**src/rtl/pcpi_div_share_if.sv**
```systemverilog
// Requester-side and PCPI-side signals of the shared divider controller.
// The controller uses the slave modport; the environment uses master.
interface pcpi_div_share_if #(
    parameter int unsigned NREQ = 2
);
    logic [NREQ-1:0]    req_valid;
    logic [2*NREQ-1:0]  req_op;
    logic [32*NREQ-1:0] req_rs1;
    logic [32*NREQ-1:0] req_rs2;
    logic [NREQ-1:0]    req_ready;
    logic [NREQ-1:0]    rsp_valid;
    logic [31:0]        rsp_data;
    logic               rsp_err;
    logic               div_valid;
    logic [31:0]        div_insn;
    logic [31:0]        div_rs1;
    logic [31:0]        div_rs2;
    logic               div_wr;
    logic [31:0]        div_rd;
    logic               div_wait;
    logic               div_ready;

    modport master (
        output req_valid, req_op, req_rs1, req_rs2,
        output div_wr, div_rd, div_wait, div_ready,
        input  req_ready, rsp_valid, rsp_data, rsp_err,
        input  div_valid, div_insn, div_rs1, div_rs2
    );

    modport slave (
        input  req_valid, req_op, req_rs1, req_rs2,
        input  div_wr, div_rd, div_wait, div_ready,
        output req_ready, rsp_valid, rsp_data, rsp_err,
        output div_valid, div_insn, div_rs1, div_rs2
    );
endinterface

```
**src/rtl/pcpi_div_share.sv**
```systemverilog
// Round-robin controller time-sharing one PCPI divide/remainder unit among
// NREQ requesters, with a watchdog that aborts an operation the divider
// never completes.
module pcpi_div_share #(
    parameter int unsigned NREQ    = 2,
    parameter int unsigned TIMEOUT = 255
) (
    input  logic            clk,
    input  logic            resetn,
    pcpi_div_share_if.slave bus
);
    localparam int unsigned RRW = (NREQ > 1) ? $clog2(NREQ) : 1;
    localparam int unsigned WDW = (TIMEOUT > 0) ? $clog2(TIMEOUT + 1) : 1;

    typedef enum logic [1:0] {
        IDLE,
        ISSUE,
        RESP
    } state_t;

    state_t         state_q;
    state_t         state_d;
    logic [RRW-1:0] rr_q;
    logic [RRW-1:0] winner;
    logic [RRW-1:0] cand;
    logic [WDW-1:0] wd_q;
    logic           found;
    logic           grant;
    logic           wd_expired;
    logic           unused_wr;

    logic [31:0] rs1_arr [NREQ];
    logic [31:0] rs2_arr [NREQ];
    logic [1:0]  op_arr  [NREQ];

    // The divider's write strobe carries no information beyond div_ready.
    assign unused_wr = bus.div_wr;

    for (genvar g = 0; g < NREQ; g++) begin : g_unpack
        assign rs1_arr[g] = bus.req_rs1[32*g +: 32];
        assign rs2_arr[g] = bus.req_rs2[32*g +: 32];
        assign op_arr[g]  = bus.req_op[2*g +: 2];
    end

    // Round-robin search: first pending requester after the last winner.
    always_comb begin
        found  = 1'b0;
        winner = rr_q;
        cand   = '0;
        for (int unsigned i = 1; i <= NREQ; i++) begin
            cand = RRW'((32'(rr_q) + i) % NREQ);
            if (!found && bus.req_valid[cand]) begin
                found  = 1'b1;
                winner = cand;
            end
        end
    end

    // A busy or just-finished divider blocks grants, so a stale result left
    // over from an aborted operation is never credited to a new request.
    assign grant      = resetn && (state_q == IDLE) && found && !bus.div_wait && !bus.div_ready;
    assign wd_expired = (wd_q == WDW'(TIMEOUT));

    // Next-state logic plus the two combinational pulse outputs.
    always_comb begin
        state_d       = state_q;
        bus.req_ready = '0;
        bus.rsp_valid = '0;
        case (state_q)
            IDLE: begin
                if (grant) begin
                    bus.req_ready[winner] = 1'b1;
                    state_d               = ISSUE;
                end
            end
            ISSUE: begin
                if (bus.div_ready || wd_expired) begin
                    state_d = RESP;
                end
            end
            RESP: begin
                bus.rsp_valid[rr_q] = 1'b1;
                state_d             = IDLE;
            end
            default: state_d = IDLE;
        endcase
    end

    // State register, operand capture, PCPI handshake and result register.
    always_ff @(posedge clk) begin
        if (!resetn) begin
            state_q       <= IDLE;
            rr_q          <= RRW'(NREQ - 1);
            wd_q          <= '0;
            bus.rsp_data  <= '0;
            bus.rsp_err   <= 1'b0;
            bus.div_valid <= 1'b0;
            bus.div_insn  <= '0;
            bus.div_rs1   <= '0;
            bus.div_rs2   <= '0;
        end else begin
            state_q <= state_d;
            case (state_q)
                IDLE: begin
                    if (grant) begin
                        rr_q          <= winner;
                        wd_q          <= '0;
                        bus.div_rs1   <= rs1_arr[winner];
                        bus.div_rs2   <= rs2_arr[winner];
                        bus.div_insn  <= {7'b0000001, 10'b0, 1'b1, op_arr[winner], 5'b0, 7'b0110011};
                        bus.div_valid <= 1'b1;
                    end
                end
                ISSUE: begin
                    wd_q <= wd_q + WDW'(1);
                    // div_valid drops on the same edge that samples div_ready,
                    // otherwise the divider would decode the instruction again.
                    if (bus.div_ready) begin
                        bus.rsp_data  <= bus.div_rd;
                        bus.rsp_err   <= 1'b0;
                        bus.div_valid <= 1'b0;
                    end else if (wd_expired) begin
                        bus.rsp_data  <= '0;
                        bus.rsp_err   <= 1'b1;
                        bus.div_valid <= 1'b0;
                    end
                end
                RESP: begin
                    wd_q <= '0;
                end
                default: ;
            endcase
        end
    end
endmodule

```
**src/flat_wrapper.sv**
```systemverilog
// flat-port wrapper written by rule: the top's interface ports become plain ports
module pcpi_div_share_flat 
#(
    parameter int unsigned NREQ    = 2,
    parameter int unsigned TIMEOUT = 255
)
  (clk, resetn, bus_req_valid, bus_req_op, bus_req_rs1, bus_req_rs2, bus_div_wr, bus_div_rd, bus_div_wait, bus_div_ready, bus_req_ready, bus_rsp_valid, bus_rsp_data, bus_rsp_err, bus_div_valid, bus_div_insn, bus_div_rs1, bus_div_rs2);
  pcpi_div_share_if #(.NREQ(NREQ)) bus_i ();
  input  logic clk;
  input  logic resetn;
  input wire logic [$bits(bus_i.req_valid)-1:0] bus_req_valid;
  input wire logic [$bits(bus_i.req_op)-1:0] bus_req_op;
  input wire logic [$bits(bus_i.req_rs1)-1:0] bus_req_rs1;
  input wire logic [$bits(bus_i.req_rs2)-1:0] bus_req_rs2;
  input wire logic [$bits(bus_i.div_wr)-1:0] bus_div_wr;
  input wire logic [$bits(bus_i.div_rd)-1:0] bus_div_rd;
  input wire logic [$bits(bus_i.div_wait)-1:0] bus_div_wait;
  input wire logic [$bits(bus_i.div_ready)-1:0] bus_div_ready;
  output wire logic [$bits(bus_i.req_ready)-1:0] bus_req_ready;
  output wire logic [$bits(bus_i.rsp_valid)-1:0] bus_rsp_valid;
  output wire logic [$bits(bus_i.rsp_data)-1:0] bus_rsp_data;
  output wire logic [$bits(bus_i.rsp_err)-1:0] bus_rsp_err;
  output wire logic [$bits(bus_i.div_valid)-1:0] bus_div_valid;
  output wire logic [$bits(bus_i.div_insn)-1:0] bus_div_insn;
  output wire logic [$bits(bus_i.div_rs1)-1:0] bus_div_rs1;
  output wire logic [$bits(bus_i.div_rs2)-1:0] bus_div_rs2;
  assign bus_i.req_valid = bus_req_valid;
  assign bus_i.req_op = bus_req_op;
  assign bus_i.req_rs1 = bus_req_rs1;
  assign bus_i.req_rs2 = bus_req_rs2;
  assign bus_i.div_wr = bus_div_wr;
  assign bus_i.div_rd = bus_div_rd;
  assign bus_i.div_wait = bus_div_wait;
  assign bus_i.div_ready = bus_div_ready;
  assign bus_req_ready = bus_i.req_ready;
  assign bus_rsp_valid = bus_i.rsp_valid;
  assign bus_rsp_data = bus_i.rsp_data;
  assign bus_rsp_err = bus_i.rsp_err;
  assign bus_div_valid = bus_i.div_valid;
  assign bus_div_insn = bus_i.div_insn;
  assign bus_div_rs1 = bus_i.div_rs1;
  assign bus_div_rs2 = bus_i.div_rs2;
  pcpi_div_share #(.NREQ(NREQ), .TIMEOUT(TIMEOUT)) u_core (.clk(clk), .resetn(resetn), .bus(bus_i));
endmodule
```
**config.mk**
```make
export PLATFORM = sky130hd
export DESIGN_NAME = pcpi_div_share_flat
export DESIGN_NICKNAME = d
export VERILOG_FILES = /design/src/rtl/pcpi_div_share_if.sv /design/src/rtl/pcpi_div_share.sv /design/src/flat_wrapper.sv
export SDC_FILE = /design/constraint.sdc
export NUM_CORES = 1
export LEC_CHECK = 0
export CORE_AREA = 2 2 117 119
export CTS_CLUSTER_SIZE = 30
export DETAILED_ROUTE_END_ITERATION = 16
export DIE_AREA = 0 0 119 121
export GPL_TIMING_DRIVEN = 0
export PLACE_DENSITY = 0.81
export SETUP_SLACK_MARGIN = 0.4
export SLEW_MARGIN = 40
export SYNTH_ARGS = -nofsm -noshare
export SYNTH_HDL_FRONTEND = slang
export SYNTH_SLANG_ARGS = --single-unit
```
**constraint.sdc**
```tcl
create_clock -name clk -period 4.15 [get_ports clk]
set_input_delay 0.415 -clock clk [delete_from_list [all_inputs] [get_ports clk]]
set_output_delay 0.415 -clock clk [all_outputs]
set_load 0.01 [all_outputs]
```
==> impl_results.md, run 1 <==
- Post-synth ARST share: 0%
- First-pass iteration count of the detailed router: 6
- R2R cell count: 7
- Hold_ws: 477 ps
- Num CTS Buffers: 9
- Main synth FF type: dfxtp_1
- Vias in the first global route: 4,816
- Worst Setup SP: u_core.state_q[0]
- DRC Markers: 0
- PortBufs: 279
- Total power draw: 2.63 mW
- Post-DRT Antenna Nets: 0
- Cell Area, Synth: between 0.004 and 0.005 mm^2
- Place WS: between 1000 and 1500 ps
- Hold Crit Class: flip-flop to flip-flop
- Initial core utilization: 37.2%
- Average size of a mapped cell: roughly 10 um^2
- Gr usage total: 21.3%
- Crit path launch type: flip-flop
- Die width: 119 um
- Final worst slack: between 900 and 1000 ps
- Worst r2r src: u_core.state_q[0]
- Area Growth Syn to Fin: 69.3%
- Grt ovf: 0
- Post-CTS Setup Bufs: 0
- Final Cell Area: 0.00824 mm^2
- Fin nets: ~980
- Hpwl dp: 12.9 mm
- Worst vdd ir: 0.182 mV
- MaxCap Viol Count: 0
- Crit path kind: flip-flop to primary output
- Filler Cell Count: 1,052
- Clk Latency, worst-skew pair: between 300 and 400 ps
- Met2 Use GR: roughly 39%
- Max clock buf depth: 2
- Max_slew headroom: 52.3%
- Layout cells sized above 1: 9.67%
- PwrDens: roughly 320 mW/mm^2
- Vias per cell: between 4 and 5
- Max Slew Vio Count: 0
- Post-route clock period utilization: 76.3%
- Gpl congestion: 0.840
- Post-synthesis cell type count: 39
- DR iter-0 viols: between 150 and 200
- Clock Sinks: 112
- Worst slew pin tran: 708 ps
- Yosys warns: 0
- Post-synth EDFFs: 0
- Final Instance Count excl. Fillers: approximately 980
- Multi-input gate area: between 0.002 and 0.0025 mm^2
- # hold bufs at CTS: 0
- Die Area: 0.0144 mm^2
- Routed Wire Length: roughly 16 mm
- Chip height: between 100 and 150 um
- Setup TNS: 0 ps
- Busiest layer in global routing: met2
- M3 GR Usage: 6.34%
- Crit path max fanout: 10
- Internal reg-to-reg setup slack: 1990 ps
- Total area of sequential cells: about 0.0022 mm^2
- Vias: 4,785
- Final core utilization: 63.0%
- Met1 Use GR: 22.3%
- Worst Path Required: between 3000 and 4000 ps
- Row count: 42
- Drt wl/cell: between 15 and 20 um
- Clock root cell: clkbuf_16
- Top Ports: 305
- Static leakage: 3.26 nW
- H-Tree Depth: 3
- Sequential area share after synthesis: a little under half
- Fin crit period: around 3200 ps
- Cells after DPL: 967
- Post-CTS Resized: 0
- Initial antenna violation count: 0
- Diodes inserted: 0
- Crit Reg-Reg Endpoint: u_core.bus.div_rs2[19]
- Post-Syn Instances: 489
- Final-report hold violation count: 0
- Peak Freq: 316 MHz
- Clock Skew: 7.33 ps
- Clock transition at path regs: 70 ps
- CTS tree: done
- Setup crit end: bus_req_ready[1]
- RSZ-0062 raised after global routing: false
- CP arrival: 2750 ps
- Seq cells post-synth: 112
- Outcome: finished clean
- Setup-failing EPs final: 0
- Critical Path Sink Type: primary output
- Global-route wire length before repair: 23.9 mm
- Core ar.: 0.0131 mm^2
- Pin count of the biggest net entering global routing: 19
- Placed standard-cell area: 0.00797 mm^2
==> worst max-delay path: stages (launching register included) <==
cell,delay (ps)
dfxtp_1,350
inv_1,90
ha_1,250
or3b_1,420
nor2_4,280
buf_4,250
nand2_1,90
nor2_1,110
clkdlybuf4s50_1,560
==> cells by family after synthesis <==
| group | Yosys count | synth area share [%] |
|---|---|---|
| other cells | 1 | 0.0770 |
| fa+ha+maj | 5 | 1.28 |
| xor+xnor | 1 | 0.180 |
| buf+inv | 70 | 8.89 |
| simple gates | 107 | 9.94 |
| mux | 67 | 13.8 |
| compound gates | 126 | 19.8 |
| flops | 112 | 46.0 |
==> worst min path at each step <==
| stage | startpoint | to | slack (ps) | depth (start not counted) |
|---|---|---|---|---|
| 6_report | u_core.bus.rsp_data[28] | u_core.bus.rsp_data[28] | 480 | 1 |
| 3_5_place_dp | u_core.bus.rsp_data[10] | u_core.bus.rsp_data[10] | 460 | 1 |
| 2_1_floorplan | u_core.wd_q[5] | u_core.wd_q[5] | 450 | 2 |
| 5_1_grt | u_core.bus.rsp_data[28] | u_core.bus.rsp_data[28] | 490 | 1 |
| 3_3_place_gp | u_core.bus.rsp_data[1] | u_core.bus.rsp_data[1] | 460 | 1 |
| 4_1_cts | u_core.bus.rsp_data[28] | u_core.bus.rsp_data[28] | 480 | 1 |
==> layer usage <==
metal	vias up	share of wire (%)
met1	2192	38
met3	33	8.0
met5	-	0
met4	0	2.9
met2	220	51
li1	2340	-
==> state kept, by name, indices dropped and copies added (netlist names) <==
signal,flops
u_core.bus.div_rs2,32
u_core.wd_q,8
u_core.state_q,2
u_core.rr_q,1
u_core.bus.div_rs1,32
u_core.bus.div_valid,1
u_core.bus.rsp_err,1
u_core.bus.rsp_data,32
u_core.bus.div_insn,3
==> synth_stat cells (2+ instances only) <==
cell / n / share of area, %
a211oi_1: 67 / 10
a21oi_1: 10 / 1.0
a22o_1: 32 / 5.8
and2_1: 3 / 0.39
and3_1: 2 / 0.26
buf_2: 16 / 1.6
buf_4: 40 / 6.2
clkbuf_1: 11 / 0.85
dfxtp_1: 112 / 46
ha_1: 5 / 1.3
inv_1: 2 / 0.15
mux2i_1: 67 / 14
nand2_1: 13 / 1.0
nand3_1: 2 / 0.21
nor2_1: 72 / 5.5
o211ai_1: 2 / 0.31
o21ai_0: 7 / 0.72
o31ai_1: 2 / 0.31
or3_1: 3 / 0.39
or4_1: 2 / 0.31
==> cell type report <==
class                   count  share of cell area (%)
plain buffers              67                    5.11
repair buffers            279                    33.9
flip-flops and latches    112                    27.2
clock buffers              10                    2.78
clock inverters             6                   0.546
multi-input cells         330                    27.7
inverters                   3                   0.137
well taps                 176                    2.67
==> where the power goes <==
group / internal [mW] / switching (mW) / total [mW]
Sequential: 1.14 / 0.0365 / 1.17
Clock: 0.411 / 0.392 / 0.803
Combinational: 0.383 / 0.273 / 0.656
==> cell usage in the layout, fill, tap and decap left out, types with 2 or more instances in the layout <==
cell type and count:
clkdlybuf4s50_1 279, and3_1 2, a211oi_1 67, buf_4 40, nand2_1 13, nor2_1 72
conb_1 24, nand3_1 2, clkinv_4 3, clkbuf_1 12, a22o_1 32, o211ai_1 2
ha_1 5, or4_1 2, clkinv_2 2, dfxtp_1 112, clkbuf_16 9, and2_1 3
or3_1 3, o21ai_0 7, a21oi_1 10, inv_1 2, o31ai_1 2, buf_2 16
mux2i_1 67
Power figures use the tool's default switching activity.
==> run 2: changes to the inputs <==
--- a/config.mk
+++ b/config.mk
@@ -5,12 +5,11 @@
 export SDC_FILE = /design/constraint.sdc
 export NUM_CORES = 1
 export LEC_CHECK = 0
-export CORE_AREA = 2 2 117 119
+export CORE_UTILIZATION = 33
 export CTS_CLUSTER_SIZE = 30
 export DETAILED_ROUTE_END_ITERATION = 16
-export DIE_AREA = 0 0 119 121
 export GPL_TIMING_DRIVEN = 0
-export PLACE_DENSITY = 0.81
+export PLACE_DENSITY = 0.76
 export SETUP_SLACK_MARGIN = 0.4
 export SLEW_MARGIN = 40
 export SYNTH_ARGS = -nofsm -noshare
==> constraint.sdc (replaced) <==
create_clock -name clk -period 2.7 [get_ports clk]
set_input_delay 0.27 -clock clk [delete_from_list [all_inputs] [get_ports clk]]
set_output_delay 0.27 -clock clk [all_outputs]
set_load 0.01 [all_outputs]
==> impl_results.md, run 2 (synthesized netlist as in run 1, its figures left out) <==
- Gpl congestion: 0.786 (was 0.840)
- Vias per cell: 4.69 (was 4.87)
- Worst vdd ir: 0.276 mV (was 0.182 mV)
- Clock Skew: 4.71 ps (was 7.33 ps)
- Crit path launch type: flip-flop (unchanged)
- Post-route clock period utilization: 82.4%
- Hold-critical path depth: 1 (unchanged)
- Max clock buf depth: 2 (unchanged)
- Crit Reg-Reg Endpoint: u_core.bus.div_rs1[31] (was u_core.bus.div_rs2[19])
- Final worst slack: 475 ps (was 985 ps)
- Static leakage: 3.33 nW (was 3.26 nW)
- Outcome: finished clean (unchanged)
- Num CTS Buffers: 9 (unchanged)
- Initial core utilization: 33.6% (was 37.2%)
- PwrDens: 485 mW/mm^2 (was 319 mW/mm^2)
- H-Tree Depth: 3 (unchanged)
- MaxCap Viol Count: 0 (unchanged)
- Drt wl/cell: 15.8 um (was 16.3 um)
- Cell Chain, Critical Path: inv_2, ha_4, or3b_4, nor2_4, buf_6, buf_8, nand2_4, nor2_2, buf_2 (was inv_1, ha_1, or3b_1, nor2_4, buf_4, nand2_1, nor2_1, clkdlybuf4s50_1)
- Top Ports: 305 (unchanged)
- Crit path kind: flip-flop to primary output (unchanged)
- Post-DRT Antenna Nets: 0 (unchanged)
- Multi-input gate area: 0.00231 mm^2 (was 0.00228 mm^2)
- Core ar.: 0.0145 mm^2 (was 0.0131 mm^2)
- RSZ-0062 raised after global routing: true (was false)
- Filler Cell Count: 1,309 (was 1,052)
- Final-report hold violation count: 0 (unchanged)
- Die Area: 0.0152 mm^2 (was 0.0144 mm^2)
- Grt ovf: 0 (unchanged)
- Total power draw: 4.06 mW (was 2.63 mW)
- Final core utilization: 57.9% (was 63.0%)
- Global-route wire length before repair: 23.0 mm (was 23.9 mm)
- Area Growth Syn to Fin: 72.1% (was 69.3%)
- Setup crit end: bus_req_ready[1] (unchanged)
- Die width: 123 um (was 119 um)
- Setup-failing EPs final: 0 (unchanged)
- Total area of sequential cells: 0.00224 mm^2 (about the same)
- Clock root cell: clkbuf_16 (unchanged)
- Pin count of the biggest net entering global routing: 18 (was 19)
- Diodes inserted: 0 (unchanged)
- CP peak stage delay: 390 ps (was 560 ps)
- Vias: 4,697 (was 4,785)
- Initial antenna violation count: 0 (unchanged)
- Gr usage total: 20.2% (was 21.3%)
- Hpwl dp: 12.2 mm (was 12.9 mm)
- Worst Path Required: 2430 ps (was 3730 ps)
- First-pass iteration count of the detailed router: 6 (unchanged)
- Crit path max fanout: 6 (was 10)
- DR iter-0 viols: 172 (was 191)
- # hold bufs at CTS: 0 (unchanged)
- PortBufs: 279 (unchanged)
- Commonest cells after routing, fill and taps aside: clkdlybuf4s50_1, dfxtp_1, nor2_1, mux2i_1, a211oi_1 (unchanged)
- CTS tree: done (unchanged)
- Clock Sinks: 112 (unchanged)
- Fin nets: 989 (was 978)
- Clock transition at path regs: 70 ps (about the same)
- Internal reg-to-reg setup slack: 640 ps (was 1990 ps)
- Chip height: 123 um (was 121 um)
- Worst r2r src: u_core.state_q[1] (was u_core.state_q[0])
- Worst Setup SP: u_core.state_q[1] (was u_core.state_q[0])
- Critical Path Sink Type: primary output (unchanged)
- Max_slew headroom: 54.6% (was 52.3%)
- Peak Freq: 449 MHz
- Biggest regs: u_core.bus.div_rs1: 32 flops, u_core.bus.div_rs2: 32 flops, u_core.bus.rsp_data: 32 flops (unchanged)
- Crit-path slowest cell: or3b_4 (was clkdlybuf4s50_1)
- CP arrival: 1950 ps (was 2750 ps)
- Hold Crit Class: flip-flop to flip-flop (unchanged)
- Row count: 44 (was 42)
- Most common cell after layout, fill and taps aside: clkdlybuf4s50_1 (unchanged)
- Vias in the first global route: 4,316 (was 4,816)
- Clk Latency, worst-skew pair: 350 ps (was 340 ps)
- Place WS: -186 ps (was 1010 ps)
- Max Slew Vio Count: 0 (unchanged)
- Fin crit period: 2220 ps
- Layout cells sized above 1: 11.9% (was 9.67%)
- R2R cell count: 10 (was 7)
- Routed Wire Length: 15.8 mm (was 16.0 mm)
- Worst slew pin tran: 674 ps (was 708 ps)
- DRC Markers: 0 (unchanged)
run 2: worst max-delay path, delay by kind of cell, from the launching register on:
family                     cells  cell delay (ps)
adders and majority gates      1              160
and+or+nand+nor                4              650
DFF                            1              330
buffers and inverters          4              440
run 2: report_power, final:
| group | switching [mW] | internal, mW |
|---|---|---|
| sequential | 0.0535 | 1.75 |
| clock | 0.599 | 0.629 |
| combinational | 0.423 | 0.610 |
run 2: metrics by stage:
| step | cell area, um^2 | hold WS [ps] | setup TNS, ps | cells |
|---|---|---|---|---|
| 2_1_floorplan | 4960 | 366 | 0 | 512 |
| 3_3_place_gp | 7980 | 456 | -339 | 975 |
| 3_5_place_dp | 7980 | 456 | -350 | 975 |
| 4_1_cts | 8340 | 479 | 0 | 998 |
| 5_1_grt | 8380 | 488 | 0 | 1002 |
| 6_report | 8380 | 475 | 0 | 1002 |
run 2: repair_timing:
action	in CTS	in global routing
endpoints found under the setup margin	2	2
buffers inserted	7	4
gates resized for setup	21	6
pin swaps	1	3
run 2: worst min-delay path by stage:
stage                                 start                      end  slack (ps)
floorplan                     bus_div_ready       u_core.bus.rsp_err         370
global placement    u_core.bus.rsp_data[21]  u_core.bus.rsp_data[21]         460
detailed placement  u_core.bus.rsp_data[28]  u_core.bus.rsp_data[28]         460
CTS                 u_core.bus.rsp_data[14]  u_core.bus.rsp_data[14]         480
global route         u_core.bus.rsp_data[1]   u_core.bus.rsp_data[1]         490
finish              u_core.bus.rsp_data[28]  u_core.bus.rsp_data[28]         480
run 2: layout make-up:
| cell class | count | area share, % |
|---|---|---|
| repair buffers | 290 | 34.3 |
| multi-input cells | 330 | 27.5 |
| flip-flops and latches | 112 | 26.8 |
| plain buffers | 67 | 5.36 |
| clock buffers | 12 | 2.82 |
| well taps | 184 | 2.75 |
| clock inverters | 4 | 0.373 |
| inverters | 3 | 0.134 |
run 2: routing by layer:
metal	up-vias	track usage [%]	routed length, um	part of all wire [%]
li1	2370	-	-	-
met1	2105	22.3	6170	39
met2	206	36.0	7830	49
met3	16	7.24	1590	10
met4	0	6.25	247	1.6
met5	-	0	0	0
